==> src/rtl/udp_tx_sched.sv <==
// Two-channel UDP transmit scheduler: round-robin grant of the MAC send path
// gated on ARP resolution and FIFO fill, with inter-packet gap and send timeout.
module udp_tx_sched #(
  parameter int unsigned GAP_CYCLES     = 1024,
  parameter int unsigned TIMEOUT_CYCLES = 125000000,
  parameter int unsigned CNT_W          = 13
) (
  input  logic             gmii_tx_clk,
  input  logic             rst_n,
  input  logic             enable,
  input  logic             arp_ready,
  input  logic [CNT_W-1:0] ch0_count,
  input  logic [15:0]      ch0_len,
  input  logic [CNT_W-1:0] ch1_count,
  input  logic [15:0]      ch1_len,
  input  logic             mac_send_end,
  output logic             udp_tx_req,
  output logic [15:0]      udp_send_data_length,
  output logic             ch_sel,
  output logic             busy,
  output logic [15:0]      ch0_sent,
  output logic [15:0]      ch1_sent,
  output logic             timeout_err
);

  localparam int unsigned ToW  = (TIMEOUT_CYCLES > 1) ? $clog2(TIMEOUT_CYCLES) : 1;
  localparam int unsigned GapW = (GAP_CYCLES > 1) ? $clog2(GAP_CYCLES) : 1;
  localparam logic [ToW-1:0]  ToLast  = ToW'(TIMEOUT_CYCLES - 1);
  localparam logic [GapW-1:0] GapLast = GapW'(GAP_CYCLES - 1);

  typedef enum logic [1:0] {StIdle, StReq, StSend, StGap} state_e;

  state_e state_q, state_d;

  logic            req_q, req_d;
  logic [15:0]     len_q, len_d;
  logic            sel_q, sel_d;
  logic            last_q, last_d;
  logic            busy_q, busy_d;
  logic [15:0]     sent0_q, sent0_d;
  logic [15:0]     sent1_q, sent1_d;
  logic            to_err_q, to_err_d;
  logic [ToW-1:0]  to_cnt_q, to_cnt_d;
  logic [GapW-1:0] gap_cnt_q, gap_cnt_d;

  // FIFO holds 16-bit words, so compare twice the word count against the byte length.
  logic [16:0] ch0_bytes, ch1_bytes;
  logic        ch0_elig, ch1_elig;
  logic        start, grant, to_hit, gap_hit;

  assign ch0_bytes = 17'({ch0_count, 1'b0});
  assign ch1_bytes = 17'({ch1_count, 1'b0});
  assign ch0_elig  = (ch0_len != 16'd0) && (ch0_bytes >= {1'b0, ch0_len});
  assign ch1_elig  = (ch1_len != 16'd0) && (ch1_bytes >= {1'b0, ch1_len});
  assign start     = enable && arp_ready && (ch0_elig || ch1_elig);
  assign grant     = (ch0_elig && ch1_elig) ? ~last_q : ch1_elig;
  assign to_hit    = (to_cnt_q == ToLast);
  assign gap_hit   = (gap_cnt_q == GapLast);

  always_ff @(posedge gmii_tx_clk or negedge rst_n) begin
    if (!rst_n) begin
      state_q <= StIdle;
    end else begin
      state_q <= state_d;
    end
  end

  always_comb begin
    state_d = state_q;
    unique case (state_q)
      StIdle:  if (start) state_d = StReq;
      StReq:   state_d = StSend;
      StSend:  if (mac_send_end || to_hit) state_d = StGap;
      StGap:   if (gap_hit) state_d = StIdle;
      default: state_d = StIdle;
    endcase
  end

  always_comb begin
    req_d     = 1'b0;
    len_d     = len_q;
    sel_d     = sel_q;
    last_d    = last_q;
    sent0_d   = sent0_q;
    sent1_d   = sent1_q;
    to_err_d  = 1'b0;
    to_cnt_d  = to_cnt_q;
    gap_cnt_d = gap_cnt_q;
    unique case (state_q)
      StIdle: begin
        if (start) begin
          req_d  = 1'b1;
          sel_d  = grant;
          last_d = grant;
          len_d  = grant ? ch1_len : ch0_len;
        end
      end
      StReq: to_cnt_d = '0;
      StSend: begin
        to_cnt_d  = to_cnt_q + 1'b1;
        gap_cnt_d = '0;
        // A frame end on the timeout cycle wins: count it, no error.
        if (mac_send_end) begin
          if (sel_q) sent1_d = sent1_q + 16'd1;
          else       sent0_d = sent0_q + 16'd1;
        end else if (to_hit) begin
          to_err_d = 1'b1;
        end
      end
      StGap:   gap_cnt_d = gap_cnt_q + 1'b1;
      default: ;
    endcase
    busy_d = (state_d != StIdle);
  end

  always_ff @(posedge gmii_tx_clk or negedge rst_n) begin
    if (!rst_n) begin
      req_q     <= 1'b0;
      len_q     <= 16'd0;
      sel_q     <= 1'b0;
      last_q    <= 1'b1;
      busy_q    <= 1'b0;
      sent0_q   <= 16'd0;
      sent1_q   <= 16'd0;
      to_err_q  <= 1'b0;
      to_cnt_q  <= '0;
      gap_cnt_q <= '0;
    end else begin
      req_q     <= req_d;
      len_q     <= len_d;
      sel_q     <= sel_d;
      last_q    <= last_d;
      busy_q    <= busy_d;
      sent0_q   <= sent0_d;
      sent1_q   <= sent1_d;
      to_err_q  <= to_err_d;
      to_cnt_q  <= to_cnt_d;
      gap_cnt_q <= gap_cnt_d;
    end
  end

  assign udp_tx_req           = req_q;
  assign udp_send_data_length = len_q;
  assign ch_sel               = sel_q;
  assign busy                 = busy_q;
  assign ch0_sent             = sent0_q;
  assign ch1_sent             = sent1_q;
  assign timeout_err          = to_err_q;

endmodule

==> config.mk <==
export PLATFORM = sky130hd
export DESIGN_NAME = udp_tx_sched
export DESIGN_NICKNAME = d
export VERILOG_FILES = /design/src/rtl/udp_tx_sched.sv
export SDC_FILE = /design/constraint.sdc
export NUM_CORES = 1
export LEC_CHECK = 0
export BUFFER_PORTS_ARGS = -buffer_cell sky130_fd_sc_hd__buf_2
export CAP_MARGIN = 20
export CORE_MARGIN = 2
export CORE_UTILIZATION = 45
export DETAILED_ROUTE_END_ITERATION = 16
export PLACE_DENSITY = 0.68
export REMOVE_ABC_BUFFERS = 1
export SYNTH_ARGS = -nofsm -noshare
export SYNTH_HDL_FRONTEND = slang
export SYNTH_SLANG_ARGS = --single-unit
==> constraint.sdc <==
create_clock -name gmii_tx_clk -period 2.83 [get_ports gmii_tx_clk]
set_clock_uncertainty 0.15 [all_clocks]
set_input_delay 0.4245 -clock gmii_tx_clk [delete_from_list [all_inputs] [get_ports gmii_tx_clk]]
set_output_delay 0.4245 -clock gmii_tx_clk [all_outputs]
set_load 0.05 [all_outputs]
# Word-level counts from Yosys, hierarchy flattened
# Cells that the tools add are included.
[classes]
order_cmp = 2
bitwise_logic = 2
addsub = 4
muxes = 13
eq_ne = 5
n_reduce_logical = 16
[op_table]
columns = ["cell", "count"]
rows = [
  ["27-bit one-hot mux with 2 select lines", 1],
  ["16-bit by 1-bit adder with 16-bit output (second input constant)", 2],
  ["14-bit by 16-bit >= comparator with 1-bit output", 2],
  ["16-bit nonzero test", 2],
  ["27-bit by 1-bit adder with 27-bit output (second input constant)", 1],
  ["27-bit == test (second input constant)", 1],
  ["10-bit one-hot mux with 2 select lines", 1],
  ["16-bit 2-to-1 mux", 1],
  ["10-bit by 1-bit adder with 10-bit output (second input constant)", 1],
  ["10-bit == test (second input constant)", 1],
  ["2-bit one-hot mux with 4 select lines", 1],
  ["1-bit 2-to-1 mux", 6],
  ["2-bit 2-to-1 mux", 3],
  ["3-bit AND reduction", 2],
  ["2-bit nonzero test", 3],
  ["1-bit logical AND", 5],
  ["2-bit == test (second input constant)", 2],
  ["2-bit by 1-bit == test with 1-bit output (second input constant)", 1],
  ["2-bit zero test", 1],
  ["1-bit logical OR", 2],
  ["1-bit inverter", 2],
  ["2-bit AND reduction", 1],
]
[word_totals]
out_inout_bits = 52
word_cells = 53
register_bits = 92
inputBits = 63

# Longest topological paths before layout
[logic_depth]
ltp_word = 7
mapped_depth = 10

# Worst setup path before layout
# Ideal clock, no wire load.
[synth_timing]
path_type = "input-to-reg"
from = "input port ch0_len[9]"
to = "register len_q[0], in the netlist udp_send_data_length[0]"
stages = 9
path_buffers = 0
setup_time_ps = 125
path_slack_ps = -247
arrival_time_ps = 2803
cell_sequence = "inv_1 -> ha_1 -> a211o_1 -> o211ai_2 -> a21oi_2 -> or4_4 -> a311oi_4 -> mux2_2 -> mux2_2"
[synth_between]
elab_chain_len = 5
[synth_lines]
columns = ["item", "line", "rtl"]
rows = [
  ["start: declaration", "13", "input logic [15:0] ch0_len,"],
  ["14-bit by 16-bit >= comparator with 1-bit output / 16-bit nonzero test (equally long branches)", "53", "assign ch0_elig = (ch0_len != 16'd0) && (ch0_bytes >= {1'b0, ch0_len});"],
  ["1-bit logical AND (*)", "53", ""],
  ["1-bit logical AND / 1-bit logical OR (equally long branches)", "56, 55", ""],
  ["1-bit 2-to-1 mux / 1-bit logical AND (equally long branches)", "56, 55", ""],
  ["16-bit 2-to-1 mux / 2-bit AND reduction (equally long branches)", "-", ""],
  ["end signal: assignment", "130", "len_q <= len_d;"],
  ["end: declaration", "36", "logic [15:0] len_q, len_d;"],
]
# Mark *: on every way between the ends. The rest lies on a longest branch, timed or not.
# A chain may end at the register's enable or synchronous reset.

# Final worst setup path
[layout_timing]
from = "input port ch1_len[9]"
to = "register len_q[13], in the netlist udp_send_data_length[13]"
[layout_between]
elab_chain_len = 5
[layout_lines]
columns = ["item", "line", "rtl"]
rows = [
  ["start: declaration", "15", "input logic [15:0] ch1_len,"],
  ["14-bit by 16-bit >= comparator with 1-bit output / 16-bit nonzero test (equally long branches)", "54", "assign ch1_elig = (ch1_len != 16'd0) && (ch1_bytes >= {1'b0, ch1_len});"],
  ["1-bit logical AND (*)", "54", ""],
  ["1-bit logical AND / 1-bit logical OR (equally long branches)", "56, 55", ""],
  ["1-bit 2-to-1 mux / 1-bit logical AND (equally long branches)", "56, 55", ""],
  ["16-bit 2-to-1 mux / 2-bit AND reduction (equally long branches)", "-", ""],
]
# Marks and branches as above.

==> run metrics <==
critical path's top delay family compound AO/OA/AOI/OAI gates; PnR Total Power around 4600 µW; worst hold path class input port to register; slew margin rel. 0.595; Critical Path Slowest Stage Cell o32a_1; PostCTS Resize Cnt 0; Internal Pwr Total 2720 µW; dpl hpwl roughly 9000 µm; CTS tree yes; CTS clk-pin slew, worst paths 0.07 ns; area share of the largest cell type after synthesis 0.449; Pre-antenna DRT Iters 4; Starting Density 0.464; max-capacitance violation count 0; drc violations 0; worst path arrival time 2.77 ns; most frequent cells in the layout 113 x buf_2, 91 x dfrtp_1, 44 x nand2_1; CTS Buf Count 9; Avg Inst Size Synth 10.2 µm²; clock root buffer clkbuf_16; crit share post-route 0.949; P&R area growth vs syn 25.4%; cell accounting for the most synthesized area dfrtp_1; vias around 4100; CP Cell Sequence buf_2 > inv_1 > ha_1 > and4_1 > nand3_1 > a211oi_1 > nor4_1 > o32a_1 > nor2_4 > buf_4 > mux2_4; Top Layer Used met4; Post-Place Setup Slack -0.209 ns; cells after synthesis between 400 and 500; layout cells sized above 1 0.295; WS Path Type input port to register; clk sink count 92; Max Root-Sink Buffers 2; f_max roughly 370 MHz; Synth cell types 47; die height 110 µm; vias in the first global route 4150; Core ar. 10900 µm²; gr usage total 0.203; global route overflow 0; final instance area approximately 6400 µm²; register area 2300 µm²; Worst-Skew Late Latency between 0.3 and 0.4 ns; most area-consuming cells after synthesis dfrtp_1 45%, ha_1 8.6%, xnor2_1 5.0%, xor2_1 3.5%, nand2_1 3.3%; Yosys reg bits between 90 and 100; Buffers & Inverters on Critical Path 3; Final nets 747; Iter 0 DRT Violations ~250; IO Count approximately 120; first-pass GRT wire length approximately 19000 µm; routed len/inst ~15 µm; met1 WL around 5300 µm; count of pins over their slew limit 0; Pleak between 0.003 and 0.004 µW; status complete, no violations; final hold viol count 0; Sequential Power Share 0.375; number of cell rows 38; Pwr Density 719 nW/µm²; wire length on met3 476 µm; final wirelength roughly 12000 µm; RSZ-0062 raised after global routing false; Final Setup Violations 0; H-tree Lvls 3; Worst EP required 2.91 ns; Switching Power ~1900 µW; clock period minus worst slack 2.69 ns; initial antenna violation count 0; Final ANT Viol Nets 0; GP Congestion 0.889; Worst-Margin Slew between 0.6 and 0.7 ns; CP startpoint kind input port; Layout fillers 967; switching share of power 0.406; VDD IR max ~0.48 mV; n_diodes 0; Inst Count DP a little under 800; largest net degree at the start of global routing 52; Netlist Area Pre-Place about 5100 µm²; commonest non-fill, non-tap cell in the layout buf_2; combinational power share 0.368; crit-path max cell delay about 0.41 ns; Setup crit end kind register; vias per cell between 5 and 6; Util after Layout 0.582; warnings from Yosys 0; fin cells ~800; DR WL met2 approximately 5600 µm; die area 12100 µm²; chip width 110 µm; register area share after synthesis 0.454; Clk network pwr share 0.257; crit path max fanout 6; post-route setup slack roughly 0.14 ns; Buffers on Ports about 110; multi-input logic area about 2600 µm²; placed cell area between 6000 and 7000 µm²
final timing paths:
kind | end | startpoint | depth (start not counted) | slack (ns)
min in group asynchronous | gap_cnt_q[5]$_DFFE_PN0P_ | rst_n | 2 | 0.45
min reg2reg | ch0_sent[15]$_DFFE_PN0P_ | ch0_sent[15]$_DFFE_PN0P_ | 1 | 0.32
min | timeout_err$_DFF_PN0_ | mac_send_end | 2 | 0.17
max reg2reg | to_cnt_q[26]$_DFFE_PN0P_ | state_q[1]$_DFF_PN0_ | 10 | 0.37
max | udp_send_data_length[13]$_DFFE_PN0P_ | ch1_len[9] | 11 | 0.14
max in group asynchronous | to_cnt_q[13]$_DFFE_PN0P_ | rst_n | 3 | 1.42
kinds of logic after synthesis:
| logic type | after synthesis | synth area share |
|---|---|---|
| xor+xnor | 49 | 0.0846 |
| flops | 92 | 0.454 |
| simple gates | 188 | 0.188 |
| compound gates | 52 | 0.0698 |
| mux | 35 | 0.0799 |
| fa+ha+maj | 35 | 0.0864 |
| buf+inv | 45 | 0.0370 |
registers in the layout, summed over array words and instances (netlist names):
| register | count |
|---|---|
| to_cnt_q | 27 |
| ch0_sent | 16 |
| ch_sel | 1 |
| state_q | 2 |
| udp_tx_req | 1 |
| last_q | 1 |
| busy | 1 |
| udp_send_data_length | 16 |
| timeout_err | 1 |
| gap_cnt_q | 10 |
| ch1_sent | 16 |
synth_stat cells, drive strengths merged:
| library cell | n |
|---|---|
| o211ai | 6 |
| a211o | 2 |
| nor4b | 3 |
| dfstp | 1 |
| nor3 | 4 |
| or2 | 1 |
| nor4 | 11 |
| a31oi | 1 |
| inv | 37 |
| xor2 | 20 |
| o21bai | 1 |
| o32a | 1 |
| dfrtp | 91 |
| nand3 | 32 |
| and4 | 4 |
| a21o | 1 |
| or4 | 2 |
| o31ai | 6 |
| xnor2 | 29 |
| or3 | 2 |
| a22o | 2 |
| nand4 | 18 |
| a31o | 1 |
| nor3b | 2 |
| nand2b | 2 |
| buf | 2 |
| mux2 | 20 |
| and3 | 11 |
| nor2 | 42 |
| o21ai | 13 |
| nor2b | 8 |
| a21oi | 15 |
| nand3b | 1 |
| o22ai | 1 |
| nand4b | 1 |
| nand2 | 44 |
| ha | 35 |
| a311oi | 1 |
| mux2i | 15 |
| a211oi | 1 |
| clkbuf | 6 |
metal layers:
layer  up-vias  GRT usage
li1       2050          -
met1      1964      0.256
met2        83      0.343
met3        16     0.0517
met4         0     0.0634
met5         -          0
timing repair:
| action | in CTS | in global routing |
|---|---|---|
| hold endpoints to repair | 40 | 0 |
| hold buffers | 1 | 0 |
| setup buffers | 0 | 0 |
power by group through the flow:
stage	Combinational, µW	Sequential (µW)	Clock (µW)
floorplan	655	2230	0
global placement	1640	1720	0
detailed placement	1690	1740	0
CTS	1690	1720	1210
global route	1830	1740	1260
finish	1680	1710	1180
through the flow:
stage	TNS (ns)	hold WS, ns
6_report	0	0.166
5_1_grt	0	0.160
4_1_cts	0	0.157
3_5_place_dp	-2.92	0.299
3_3_place_gp	-2.43	0.293
2_1_floorplan	-4.56	-0.0211
layout make-up:
class / count / share of cell area
clock buffer: 10 / 0.0376
timing repair buffer: 150 / 0.137
tap: 140 / 0.0275
inverter: 37 / 0.0218
sequential: 92 / 0.362
clock inverter: 6 / 0.00846
multi-input combinational: 359 / 0.406
Power figures use the tool's default switching activity.
